===== src/rtl/regfile_dump_reader_if.sv =====
// Output stream of the register-file dump reader.
//   out_valid/out_ready : beat handshake
//   out_data            : captured register value
//   out_index           : register index of out_data
//   out_last            : marks the beat for the last index of the walk
interface regfile_dump_reader_if;
  localparam int unsigned DATA_W = 32;
  localparam int unsigned IDX_W  = 5;

  logic              out_valid;
  logic              out_ready;
  logic [DATA_W-1:0] out_data;
  logic [IDX_W-1:0]  out_index;
  logic              out_last;

  // Reader side drives the beat, sink side drives ready.
  modport master (
    output out_valid,
    output out_data,
    output out_index,
    output out_last,
    input  out_ready
  );

  modport slave (
    input  out_valid,
    input  out_data,
    input  out_index,
    input  out_last,
    output out_ready
  );
endinterface


===== src/rtl/regfile_dump_reader.sv =====
// Walks register indices FIRST..LAST through one registered register-file
// read port and streams each value out over a valid/ready interface.
//   cclk, rstb : clock, synchronous active-low reset
//   start      : dump request, honoured only while idle
//   busy, done : dump in progress / one-cycle completion pulse
//   rd_addr    : register-file read address (0 while idle)
//   rd_data    : register-file read data, one cycle after rd_addr
//   out_if     : beat stream (data, index, last) with valid/ready
module regfile_dump_reader #(
  parameter int unsigned FIRST = 0,
  parameter int unsigned LAST  = 31
) (
  input  logic        cclk,
  input  logic        rstb,
  input  logic        start,
  output logic        busy,
  output logic        done,
  output logic [4:0]  rd_addr,
  input  logic [31:0] rd_data,
  regfile_dump_reader_if.master out_if
);
  localparam int unsigned IDX_W  = 5;
  localparam int unsigned DATA_W = 32;
  localparam logic [IDX_W-1:0] FIRST_IDX = IDX_W'(FIRST);
  localparam logic [IDX_W-1:0] LAST_IDX  = IDX_W'(LAST);

  typedef enum logic [1:0] {
    S_IDLE = 2'd0,
    S_ADDR = 2'd1,
    S_CAPT = 2'd2,
    S_SEND = 2'd3
  } state_e;

  state_e state_q, state_d;

  logic [IDX_W-1:0]  idx_q, idx_d;
  logic              busy_q, busy_d;
  logic              done_q, done_d;
  logic              out_valid_q, out_valid_d;
  logic              out_last_q, out_last_d;
  logic [DATA_W-1:0] out_data_q, out_data_d;
  logic [IDX_W-1:0]  out_index_q, out_index_d;
  logic [IDX_W-1:0]  rd_addr_q, rd_addr_d;

  logic handshake_c;
  logic at_last_c;

  assign handshake_c = (state_q == S_SEND) && out_valid_q && out_if.out_ready;
  assign at_last_c   = (idx_q == LAST_IDX);

  // State register
  always_ff @(posedge cclk) begin
    if (!rstb) begin
      state_q <= S_IDLE;
    end else begin
      state_q <= state_d;
    end
  end

  // Next-state logic
  always_comb begin
    state_d = state_q;
    case (state_q)
      S_IDLE:  if (start) state_d = S_ADDR;
      S_ADDR:  state_d = S_CAPT;
      S_CAPT:  state_d = S_SEND;
      S_SEND:  if (handshake_c) state_d = at_last_c ? S_IDLE : S_ADDR;
      default: state_d = S_IDLE;
    endcase
  end

  // Output / datapath next values; outputs are derived from the next state
  // so that every output is a flop with no path from start or out_ready.
  always_comb begin
    idx_d       = idx_q;
    out_data_d  = out_data_q;
    out_index_d = out_index_q;
    case (state_q)
      S_IDLE: idx_d = FIRST_IDX;
      S_CAPT: begin
        // Read data for idx_q arrives here, one cycle after the ADDR cycle.
        out_data_d  = rd_data;
        out_index_d = idx_q;
      end
      S_SEND: if (handshake_c && !at_last_c) idx_d = idx_q + IDX_W'(1);
      default: ;
    endcase
    busy_d      = (state_d != S_IDLE);
    done_d      = handshake_c && at_last_c;
    out_valid_d = (state_d == S_SEND);
    out_last_d  = (state_d == S_SEND) && (idx_d == LAST_IDX);
    rd_addr_d   = (state_d != S_IDLE) ? idx_d : '0;
  end

  // Output and index registers
  always_ff @(posedge cclk) begin
    if (!rstb) begin
      idx_q       <= FIRST_IDX;
      busy_q      <= 1'b0;
      done_q      <= 1'b0;
      out_valid_q <= 1'b0;
      out_last_q  <= 1'b0;
      out_data_q  <= '0;
      out_index_q <= '0;
      rd_addr_q   <= '0;
    end else begin
      idx_q       <= idx_d;
      busy_q      <= busy_d;
      done_q      <= done_d;
      out_valid_q <= out_valid_d;
      out_last_q  <= out_last_d;
      out_data_q  <= out_data_d;
      out_index_q <= out_index_d;
      rd_addr_q   <= rd_addr_d;
    end
  end

  assign busy             = busy_q;
  assign done             = done_q;
  assign rd_addr          = rd_addr_q;
  assign out_if.out_valid = out_valid_q;
  assign out_if.out_data  = out_data_q;
  assign out_if.out_index = out_index_q;
  assign out_if.out_last  = out_last_q;
endmodule


===== src/flat_wrapper.sv =====
// flat-port wrapper written by rule: the top's interface ports become plain ports
module regfile_dump_reader_flat 
#(
  parameter int unsigned FIRST = 0,
  parameter int unsigned LAST  = 31
)
  (cclk, rstb, start, busy, done, rd_addr, rd_data, out_if_out_valid, out_if_out_data, out_if_out_index, out_if_out_last, out_if_out_ready);
  regfile_dump_reader_if out_if_i ();
  input  logic cclk;
  input  logic rstb;
  input  logic start;
  output logic busy;
  output logic done;
  output logic [4:0] rd_addr;
  input  logic [31:0] rd_data;
  output wire logic [$bits(out_if_i.out_valid)-1:0] out_if_out_valid;
  output wire logic [$bits(out_if_i.out_data)-1:0] out_if_out_data;
  output wire logic [$bits(out_if_i.out_index)-1:0] out_if_out_index;
  output wire logic [$bits(out_if_i.out_last)-1:0] out_if_out_last;
  input wire logic [$bits(out_if_i.out_ready)-1:0] out_if_out_ready;
  assign out_if_out_valid = out_if_i.out_valid;
  assign out_if_out_data = out_if_i.out_data;
  assign out_if_out_index = out_if_i.out_index;
  assign out_if_out_last = out_if_i.out_last;
  assign out_if_i.out_ready = out_if_out_ready;
  regfile_dump_reader #(.FIRST(FIRST), .LAST(LAST)) u_core (.cclk(cclk), .rstb(rstb), .start(start), .busy(busy), .done(done), .rd_addr(rd_addr), .rd_data(rd_data), .out_if(out_if_i));
endmodule

===== config.mk =====
export PLATFORM = sky130hd
export DESIGN_NAME = regfile_dump_reader_flat
export DESIGN_NICKNAME = d
export VERILOG_FILES = /design/src/rtl/regfile_dump_reader_if.sv /design/src/rtl/regfile_dump_reader.sv /design/src/flat_wrapper.sv
export SDC_FILE = /design/constraint.sdc
export NUM_CORES = 1
export LEC_CHECK = 0
export BUFFER_PORTS_ARGS = -buffer_cell sky130_fd_sc_hd__buf_2
export CORE_MARGIN = 2
export CORE_UTILIZATION = 51
export DETAILED_ROUTE_END_ITERATION = 8
export PLACE_DENSITY = 0.89
export SKIP_CTS_REPAIR_TIMING = 1
export SYNTH_ARGS = -nofsm -noshare
export SYNTH_HDL_FRONTEND = slang
export SYNTH_SLANG_ARGS = --single-unit

===== constraint.sdc =====
create_clock -name cclk -period 4.2 [get_ports cclk]
set_input_delay 0.42 -clock cclk [delete_from_list [all_inputs] [get_ports cclk]]
set_output_delay 0.42 -clock cclk [all_outputs]
set_load 0.05 [all_outputs]

Word level (Yosys, flattened, before mapping). Cells that the tools add are included.

$add $sub $neg: 1. Muxes and demuxes: 6. Equality and inequality tests: 6. Reduce and logical (&&, ||, !) cells: 9.

Operator list (count): $eq 5x5->1 const B (2); $pmux 5 s2 (1); $pmux 2 s4 (1); $eq 2x2->1 const B (3); $add 5x1->5 const B (1); $logic_and 1x1->1 (5); $mux 5 (1); $mux 2 (2); $eq 2x1->1 const B (1); $logic_not 2->1 (1); $reduce_and 2->1 (1); $reduce_bool 2->1 (1); $logic_not 1->1 (1); $mux 1 (1).

Word-level logic and storage cells: 31. Register bits: 53. Input bits: 36. Output and inout bits: 46.

Logic depth before layout (Yosys ltp). Gate-level depths: netlist of the first run.

Depth after elaboration: 8. Gate-level depth with buffers: 7.

Worst setup path before layout of the first run. No wires, ideal clock.

Kind: register -> register. Start point: register u_core.idx_q[0]. End point: register u_core.out_last_q (netlist: u_core.out_if.out_last). Cell stages (with the launch flop): 8. Arrival time: 1.953 ns. Setup time: 0.088 ns. Buffers on the path: 0. Required time: 4.112 ns. Setup slack: 2.159 ns. Cells stage by stage: dfxtp_1 > ha_1 > and3_1 > ha_1 > nand4b_4 > nor3_1 > mux2_2 > nor4bb_4.

Longest elaborated chain between the ends: 7.

Ends and longest elaborated chain: start: declaration (line regfile_dump_reader.sv:36) `logic [IDX_W-1:0] idx_q, idx_d;`; start signal: assignment (line regfile_dump_reader.sv:107) `idx_q <= idx_d;`; parallel branches: the longest is 6 deep, another holds $add 5x1->5; $logic_and 1x1->1 (*) (line regfile_dump_reader.sv:91) `out_last_d = (state_d == S_SEND) && (idx_d == LAST_IDX);`; end signal: assignment (line regfile_dump_reader.sv:111) `out_last_q <= out_last_d;`; end: declaration (line regfile_dump_reader.sv:40) `logic out_last_q, out_last_d;`.

Every way passes the cells marked *. A chain may end at the register's enable or synchronous reset.

Worst setup path in the final report of the first run. Same ends and word-level chain as after synthesis.

==> impl_metrics.yaml, run 1 <==
drt:
  ant_nets: 0
  vias: 1616
  drt_iter0_markers: 66
  avgViaCountPerCell: 5.00
  detail_route.drc_violations: 0
  postRouteWirelength_microns: 4020
  firstDrtPassIters: 5
  post_drt_wl_per_cell_microns: 12.5
clocking:
  htreeDepth: 2
  numClockSinks: 53
  buffer_depth_of_the_longest_clock_path: 2
  insertion_delay_ps: 310
  numCtsBuffers: 5
  path_clk_slew_ps: 100
  cts_tree: "yes"
  cell_chosen_for_the_clock_root: "sky130_fd_sc_hd__clkbuf_8"
layout:
  fillerInstances: 323
  antenna-diode-count: 0
  final_net_count: 315
  fin_util_pct: 68.3
  multi_input_gate_area_sq_um: 903
  finish.cell_count_without_fillers: 323
  ff_latch_area_sq_um: 1060
  syn2layout_area_growth_pct: 26.7
  layout-drive-gt1-share_pct: 35.6
synth:
  syn-cell-area_sq_um: 2020
  post_synthesis_average_cell_area_sq_um: 10.5
  number_of_storage_elements_in_the_synthesis_netlist: 53
  synthesis.instances: 193
  ys_warn_count: 0
  yosysTopAreaCellShare_pct: 52.5
  postSynthNetCount: 234
  synth.area.top_cells: "sky130_fd_sc_hd__dfxtp_1 53%, sky130_fd_sc_hd__mux2i_1 19%, sky130_fd_sc_hd__nor2_1 9.5%"
  largest_area_contributor_in_the_synthesized_netlist: "sky130_fd_sc_hd__dfxtp_1"
  synth.yosys.seq_area_share_pct: 52.5
  synth.distinct_cells: 31
placed_design:
  dpl.hpwl_microns: 2940
  place_congestion: 0.795
  place.port_buffers: 81
  dpl.cell_count: 315
timing:
  setup_violations: 0
  clock-skew-final_ps: 7.39
  grt_setup_unrepaired: "no"
  tns_ps: 0
  max-slew-margin-rel_pct: 22.4
  max_freq_ghz: 0.448
  hold_viol: 0
  period_minus_ws_final_ps: 2230
  slew_viol_final: 0
  tightestPinTransition_ps: 1160
  final.period_utilization_pct: 53.1
grt:
  grt_pass1_wl_microns: 6490
  grt_max_degree: 41
  gr-usage-all-layers_pct: 19.2
  first_global_vias: 1491
  grt_antenna_before_repair: 0
  globalRoute.totalOverflow: 0
floorplan:
  die_h_microns: 66.9
  placementRows: 22
  boundaryPins: 82
  die_area_sq_um: 4480
  initial_core_util_pct: 53.9
  floorplan.core_area_sq_um: 3740
  die_w_microns: 66.9
critical_path:
  worst_r2r_path_depth: 7
  timing.critical_path.fanout_max: 8
  worst-endpoint-required_ps: 4430
  worstSetupEndpointType: "flip-flop"
  critPathArrivalTime_ps: 2460
  crit_path_start_kind: "flip-flop"
  worstSetupPathType: "flip-flop to flip-flop"
power_and_ir_drop:
  power.total_mw: 1.36
  total_power_per_unit_cell_area_nw_per_um2: 530
  p_leak_nw: 1.23
  irDropWorstVdd_mv: 0.243
flow_run:
  cap_viol_max_count: 0
hold_path:
  hold-path-cell-count: 3
  hold_class: "input port to flip-flop"
status:
  outcome: "completed"
-- metrics by stage --
| step | hold slack, ps | area, sq um | setup slack (ps) |
|---|---|---|---|
| floorplan | 489 | 2020 | 2160 |
| global placement | 467 | 2460 | 2090 |
| detailed placement | 476 | 2460 | 2040 |
| CTS | 337 | 2560 | 1990 |
| global route | 351 | 2560 | 1840 |
| finish | 344 | 2560 | 1970 |
-- worst max-delay path, cell delays in order (launching register included) --
cell and delay, ps:
sky130_fd_sc_hd__dfxtp_1 380, sky130_fd_sc_hd__ha_1 230, sky130_fd_sc_hd__and3_1 180, sky130_fd_sc_hd__ha_1 200, sky130_fd_sc_hd__nand4b_4 240, sky130_fd_sc_hd__nor3_1 250, sky130_fd_sc_hd__mux2_2 410, sky130_fd_sc_hd__nor4bb_4 260
-- report_power, final --
part | internal [mW] | switching [mW] | total, mW
clock | 0.136 | 0.162 | 0.298
combinational | 0.149 | 0.321 | 0.470
sequential | 0.556 | 0.0326 | 0.588
-- synth_stat cells --
cell type and n:
sky130_fd_sc_hd__buf_2 4, sky130_fd_sc_hd__dfxtp_1 53, sky130_fd_sc_hd__nor3_1 1, sky130_fd_sc_hd__a41oi_1 1, sky130_fd_sc_hd__and3_1 1, sky130_fd_sc_hd__nand4b_4 1, sky130_fd_sc_hd__and2_1 1, sky130_fd_sc_hd__nand3_1 2
sky130_fd_sc_hd__a21boi_0 1, sky130_fd_sc_hd__o21ai_1 1, sky130_fd_sc_hd__xnor2_1 1, sky130_fd_sc_hd__a21bo_2 1, sky130_fd_sc_hd__nand2_1 2, sky130_fd_sc_hd__nor2_1 51, sky130_fd_sc_hd__or4_1 1, sky130_fd_sc_hd__clkbuf_1 4
sky130_fd_sc_hd__inv_1 6, sky130_fd_sc_hd__mux2_2 2, sky130_fd_sc_hd__ha_1 5, sky130_fd_sc_hd__a221oi_2 1, sky130_fd_sc_hd__nor4bb_4 1, sky130_fd_sc_hd__o221a_2 1, sky130_fd_sc_hd__o21bai_1 1, sky130_fd_sc_hd__o21ai_0 5
sky130_fd_sc_hd__a2bb2oi_1 1, sky130_fd_sc_hd__nor3b_1 1, sky130_fd_sc_hd__mux2i_1 39, sky130_fd_sc_hd__a32oi_1 1, sky130_fd_sc_hd__a31oi_1 1, sky130_fd_sc_hd__nand2b_1 1, sky130_fd_sc_hd__nand4_1 1
-- registers in the layout, indices dropped and copies added, names as in the netlist --
signal / count
u_core.done: 1
u_core.idx_q: 5
u_core.busy: 1
u_core.out_if.out_valid: 1
u_core.out_if.out_index: 5
u_core.rd_addr: 5
u_core.out_if.out_data: 32
u_core.state_q: 2
u_core.out_if.out_last: 1
-- per-layer routing --
layer | GRT usage (%) | wire length [microns]
met5 | 0 | 0
met3 | 5.41 | 358
met1 | 21.6 | 1700
met2 | 33.0 | 1900
met4 | 9.69 | 63
-- final cells by class --
| cell class | count | area share [%] |
|---|---|---|
| inverters | 6 | 0.880 |
| repair buffers | 82 | 16.1 |
| flip-flops and latches | 53 | 41.5 |
| clock inverters | 2 | 0.636 |
| well taps | 48 | 2.35 |
| multi-input cells | 126 | 35.3 |
| clock buffers | 6 | 3.23 |
-- layout by cell type (no fill, tap or decap), types with 2 or more instances in the layout --
master                     netlist  layout
sky130_fd_sc_hd__buf_2           4      81
sky130_fd_sc_hd__clkbuf_8        0       6
sky130_fd_sc_hd__dfxtp_1        53      53
sky130_fd_sc_hd__ha_1            5       4
sky130_fd_sc_hd__inv_1           6       6
sky130_fd_sc_hd__mux2_2          2       2
sky130_fd_sc_hd__mux2i_1        39      39
sky130_fd_sc_hd__nand2_1         2       2
sky130_fd_sc_hd__nand3_1         2       2
sky130_fd_sc_hd__nor2_1         51      51
sky130_fd_sc_hd__o21ai_0         5       5
-- cell families after synthesis --
| family | synth area share (%) |
|---|---|
| AND/OR/NAND/NOR | 15.0 |
| flip-flops | 52.5 |
| multiplexers | 20.4 |
| AO/OA/AOI/OAI | 5.64 |
| buffers and inverters | 2.85 |
| adder cells (fa/ha/maj) | 3.10 |
| XOR/XNOR | 0.434 |
-- worst paths after layout --
check / start / end / slack, ps
worst min-delay path: rd_data[27] / u_core.out_if.out_data[27] / 340
worst max-delay path: u_core.idx_q[0] / u_core.out_if.out_last / 1970
worst min register to register: u_core.out_if.out_data[25] / u_core.out_if.out_data[25] / 500
worst max register to register: u_core.idx_q[0] / u_core.out_if.out_last / 1970
Power figures use the tool's default switching activity.
==> run 2: changes to the inputs <==
--- a/config.mk
+++ b/config.mk
@@ -7,9 +7,9 @@
 export LEC_CHECK = 0
 export BUFFER_PORTS_ARGS = -buffer_cell sky130_fd_sc_hd__buf_2
 export CORE_MARGIN = 2
-export CORE_UTILIZATION = 51
+export CORE_UTILIZATION = 43
 export DETAILED_ROUTE_END_ITERATION = 8
-export PLACE_DENSITY = 0.89
+export PLACE_DENSITY = 0.8
 export SKIP_CTS_REPAIR_TIMING = 1
 export SYNTH_ARGS = -nofsm -noshare
 export SYNTH_HDL_FRONTEND = slang
==> constraint.sdc (replaced) <==
create_clock -name cclk -period 2 [get_ports cclk]
set_input_delay 0.2 -clock cclk [delete_from_list [all_inputs] [get_ports cclk]]
set_output_delay 0.2 -clock cclk [all_outputs]
set_load 0.05 [all_outputs]
==> impl_metrics.yaml, run 2 (same netlist as run 1, synthesis figures left out) <==
critical_path:
  worst_setup_path_startpoint: "u_core.idx_q[1]"
  worst-endpoint-required_ps: 2220
  r2r-end: "u_core.out_if.out_last"
  worstSetupPathType: "flip-flop to flip-flop"
  timing.critical_path.fanout_max: 5
  crit_path_start_kind: "flip-flop"
  regToRegSetupSlack_ps: 40
  worst_r2r_path_depth: 9
  critPathArrivalTime_ps: 2180
  worstSetupEndpointType: "flip-flop"
  r2r-start: "u_core.idx_q[1]"
timing:
  max_freq_ghz: 0.511
  tightestPinTransition_ps: 313
  post-route-worst-setup-slack_ps: 42.3
  setup_violations: 0
  hold_viol: 0
  max-slew-margin-rel_pct: 79.1
  period_minus_ws_final_ps: 1960
  grt_setup_unrepaired: "yes"
  final.period_utilization_pct: 97.9
  slew_viol_final: 0
  clock-skew-final_ps: 2.34
clocking:
  buffer_depth_of_the_longest_clock_path: 2
  cell_chosen_for_the_clock_root: "sky130_fd_sc_hd__clkbuf_8"
  path_clk_slew_ps: 90
  numCtsBuffers: 5
  insertion_delay_ps: 300
  htreeDepth: 2
  cts_tree: "yes"
  numClockSinks: 53
layout:
  largest_register_ffs: 32
  antenna-diode-count: 0
  fin_util_pct: 60.6
  final_common_cell: "sky130_fd_sc_hd__buf_2"
  syn2layout_area_growth_pct: 33.5
  layout-drive-gt1-share_pct: 40.7
  highest_count_cells_in_the_layout_ignoring_fill_and_taps: "81 x sky130_fd_sc_hd__buf_2, 51 x sky130_fd_sc_hd__dfxtp_1, 50 x sky130_fd_sc_hd__nor2_1, 39 x sky130_fd_sc_hd__mux2i_1, 9 x sky130_fd_sc_hd__buf_4"
  final_net_count: 325
  final_cell_area_sq_um: 2700
floorplan:
  die_area_sq_um: 5260
  floorplan.core_area_sq_um: 4440
  die_w_microns: 72.5
  boundaryPins: 82
  initial_core_util_pct: 45.4
  die_h_microns: 72.5
  placementRows: 24
placed_design:
  place.port_buffers: 81
  dpl.hpwl_microns: 3220
  detailedPlace.worstSlack_ps: -41.9
  place_congestion: 0.764
  placedInstanceArea_sq_um: 2540
status:
  outcome: "completed"
drt:
  post_drt_wl_per_cell_microns: 12.8
  ant_nets: 0
  avgViaCountPerCell: 4.92
  drt_iter0_markers: 40
  firstDrtPassIters: 4
  vias: 1658
  detail_route.drc_violations: 0
  postRouteWirelength_microns: 4320
flow_run:
  cap_viol_max_count: 0
grt:
  grt_pass1_wl_microns: 6960
  globalRoute.totalOverflow: 0
  grt_antenna_before_repair: 0
  first_global_vias: 1622
  grt_max_degree: 22
  gr-usage-all-layers_pct: 17.0
hold_path:
  hold_class: "input port to flip-flop"
  holdCritStartpoint: "rd_data[0]"
  hold-path-cell-count: 3
  worst_hold_path.endpoint: "u_core.out_if.out_data[0]"
power_and_ir_drop:
  total_power_per_unit_cell_area_nw_per_um2: 1050
  p_leak_nw: 1.28
  irDropWorstVdd_mv: 0.518
run 2: cell types whose count changed in the layout (fill, tap and decap cells not counted), sizes merged:
cell,before,now
buf,82,92
inv,7,6
clkbuf,6,7
run 2: worst max-delay path, stage by stage, from the launching register on:
cell	delay, ps
sky130_fd_sc_hd__dfxtp_2	350
sky130_fd_sc_hd__ha_4	160
sky130_fd_sc_hd__and3_4	180
sky130_fd_sc_hd__ha_4	150
sky130_fd_sc_hd__nand4b_4	220
sky130_fd_sc_hd__buf_6	170
sky130_fd_sc_hd__buf_6	110
sky130_fd_sc_hd__a32oi_1	140
sky130_fd_sc_hd__o221a_2	220
sky130_fd_sc_hd__nor4bb_4	170
run 2: per-layer routing:
metal | track usage (%) | vias up | part of all wire, %
met1 | 18.6 | 753 | 42
met3 | 5.56 | 8 | 6.7
met2 | 30.4 | 59 | 50
li1 | - | 838 | -
met5 | 0 | - | 0
met4 | 6.17 | 0 | 1.5
run 2: layout make-up:
type,instances,area (sq um)
inverter,6,22.5
multi-input combinational,126,965
clock inverter,1,7.51
tap,52,65.1
fill,393,1750
clock buffer,7,76.3
timing repair buffer,92,495
sequential,53,1060
run 2: power breakdown:
group | internal, mW | switching [mW] | leakage (nW)
Sequential | 1.17 | 0.0728 | 0.431
Combinational | 0.336 | 0.690 | 0.812
Clock | 0.248 | 0.321 | 0.0385
Total | 1.75 | 1.08 | 1.28
run 2: worst max path at each step:
stage / endpoint / slack, ps / cells past startpoint
floorplan: u_core.out_if.out_last / 9 / 7
global placement: u_core.out_if.out_last / 50 / 7
detailed placement: u_core.out_if.out_last / -40 / 7
CTS: u_core.out_if.out_last / -70 / 7
global route: u_core.out_if.out_last / -60 / 9
finish: u_core.out_if.out_last / 40 / 9
run 2: metrics by stage:
step	instances	power (mW)	setup TNS (ps)	hold WS, ps
2_1_floorplan	193	2.04	0	322
3_3_place_gp	327	2.25	0	433
3_5_place_dp	327	2.27	-41.9	444
4_1_cts	335	2.85	-72.4	119
5_1_grt	337	3.00	-61.0	125
6_report	337	2.83	0	125
==> run 3: changes to the inputs <==
--- a/config.mk
+++ b/config.mk
@@ -10,6 +10,7 @@
 export CORE_UTILIZATION = 43
 export DETAILED_ROUTE_END_ITERATION = 8
 export PLACE_DENSITY = 0.8
+export RECOVER_POWER = 100
 export SKIP_CTS_REPAIR_TIMING = 1
 export SYNTH_ARGS = -nofsm -noshare
 export SYNTH_HDL_FRONTEND = slang
==> impl_metrics.yaml, run 3 (same netlist as run 1, synthesis figures left out) <==
status:
  outcome: "completed"
critical_path:
  worst-endpoint-required_ps: 2220
  timing.critical_path.fanout_max: 5
  crit_slowest_cell: "sky130_fd_sc_hd__dfxtp_2"
  worst_path_dominant_cell_family: "simple AND/OR/NAND/NOR gates"
  critical_path_buf_inv_count: 2
  worst_r2r_path_depth: 9
  critical_path.cell_chain: "ha_4, and3_4, ha_4, nand4b_4, buf_6, buf_6, a32oi_1, o221a_2, nor4bb_4"
  critPathArrivalTime_ps: 2180
  timing.critical_path.depth: 9
  worst_path_largest_cell_delay_ps: 350
  crit_path_start_kind: "flip-flop"
  worstSetupEndpointType: "flip-flop"
  worstSetupPathType: "flip-flop to flip-flop"
clocking:
  cell_chosen_for_the_clock_root: "sky130_fd_sc_hd__clkbuf_8"
  path_clk_slew_ps: 90
  numClockSinks: 53
  buffer_depth_of_the_longest_clock_path: 2
  htreeDepth: 2
  cts_tree: "yes"
  numCtsBuffers: 5
  insertion_delay_ps: 300
timing:
  slew_viol_final: 0
  setup_violations: 0
  grt_setup_unrepaired: "yes"
  max_freq_ghz: 0.511
  period_minus_ws_final_ps: 1960
  max-slew-margin-rel_pct: 57.1
  clock-skew-final_ps: 2.27
  final.period_utilization_pct: 97.9
  hold_viol: 0
  tns_ps: 0
  tightestPinTransition_ps: 646
floorplan:
  boundaryPins: 82
  die_area_sq_um: 5260
  placementRows: 24
  die_w_microns: 72.5
  floorplan.core_area_sq_um: 4440
  die_h_microns: 72.5
  initial_core_util_pct: 45.4
power_and_ir_drop:
  p_leak_nw: 1.27
  total_power_per_unit_cell_area_nw_per_um2: 1050
  irDropWorstVdd_mv: 0.518
  power.total_mw: 2.83
drt:
  post_drt_wl_per_cell_microns: 12.8
  drt_iter0_markers: 40
  firstDrtPassIters: 4
  vias: 1651
  postRouteWirelength_microns: 4320
  avgViaCountPerCell: 4.90
  ant_nets: 0
  detail_route.drc_violations: 0
grt:
  gr-usage-all-layers_pct: 17.0
  grt_antenna_before_repair: 0
  globalRoute.totalOverflow: 0
  first_global_vias: 1622
  grt_pass1_wl_microns: 6960
  grt_max_degree: 22
layout:
  largest_register_ffs: 32
  antenna-diode-count: 0
  syn2layout_area_growth_pct: 33.2
  fillerInstances: 394
  final_common_cell: "sky130_fd_sc_hd__buf_2"
  highest_count_cells_in_the_layout_ignoring_fill_and_taps: "77 x sky130_fd_sc_hd__buf_2, 51 x sky130_fd_sc_hd__dfxtp_1, 50 x sky130_fd_sc_hd__nor2_1, 39 x sky130_fd_sc_hd__mux2i_1, 9 x sky130_fd_sc_hd__buf_4"
  multi_input_gate_area_sq_um: 965
  final_net_count: 325
  ff_latch_area_sq_um: 1060
  layout-drive-gt1-share_pct: 39.3
placed_design:
  place.port_buffers: 81
  dpl.hpwl_microns: 3220
  place_congestion: 0.764
hold_path:
  hold_class: "input port to flip-flop"
  hold-path-cell-count: 3
flow_run:
  cap_viol_max_count: 0
-- run 3: changes by cell type in the layout (fill, tap and decap cells not counted) --
cell,change
sky130_fd_sc_hd__clkbuf_1,+4
sky130_fd_sc_hd__buf_2,-4
-- run 3: routing by layer --
layer,vias to the layer above,share of wire [%],GRT usage (%)
met1,748,42,18.6
met3,8,6.5,5.56
met5,-,0,0
met4,0,1.5,6.17
met2,57,50,30.4
li1,838,-,-
-- run 3: per-stage QoR --
step	hold WS [ps]	instance area [sq um]	setup slack [ps]	utilization [%]	instances
floorplan	322	2040	8.61	-	193
global placement	433	2540	45.2	57.2	327
detailed placement	444	2540	-41.9	57.2	327
CTS	119	2630	-72.4	59.1	335
global route	125	2690	-61.0	60.5	337
finish	125	2690	41.3	60.5	337
-- run 3: worst min-delay path, stage by stage --
cell	delay (ps)
sky130_fd_sc_hd__buf_2	70
sky130_fd_sc_hd__mux2i_1	50
sky130_fd_sc_hd__nor2_1	70
-- run 3: layout make-up --
class / instances / share of cell area, %
tap: 52 / 2.42
timing repair buffer: 92 / 18.2
inverter: 6 / 0.837
sequential: 53 / 39.5
clock buffer: 7 / 2.84
multi-input combinational: 126 / 35.9
clock inverter: 1 / 0.279
-- run 3: final timing paths --
| path | start | endpoint | slack, ps |
|---|---|---|---|
| hold reg to reg | u_core.out_if.out_data[7] | u_core.out_if.out_data[7] | 490 |
| setup reg to reg | u_core.idx_q[1] | u_core.out_if.out_last | 40 |
| hold / removal | rd_data[0] | u_core.out_if.out_data[0] | 120 |
| setup / recovery | u_core.idx_q[1] | u_core.out_if.out_last | 40 |
-- run 3: report_power, final --
part	total [mW]	leakage, nW	switching [mW]	internal, mW
sequential	1.24	0.431	0.0729	1.17
clock	0.569	0.0385	0.321	0.248
combinational	1.02	0.796	0.690	0.334
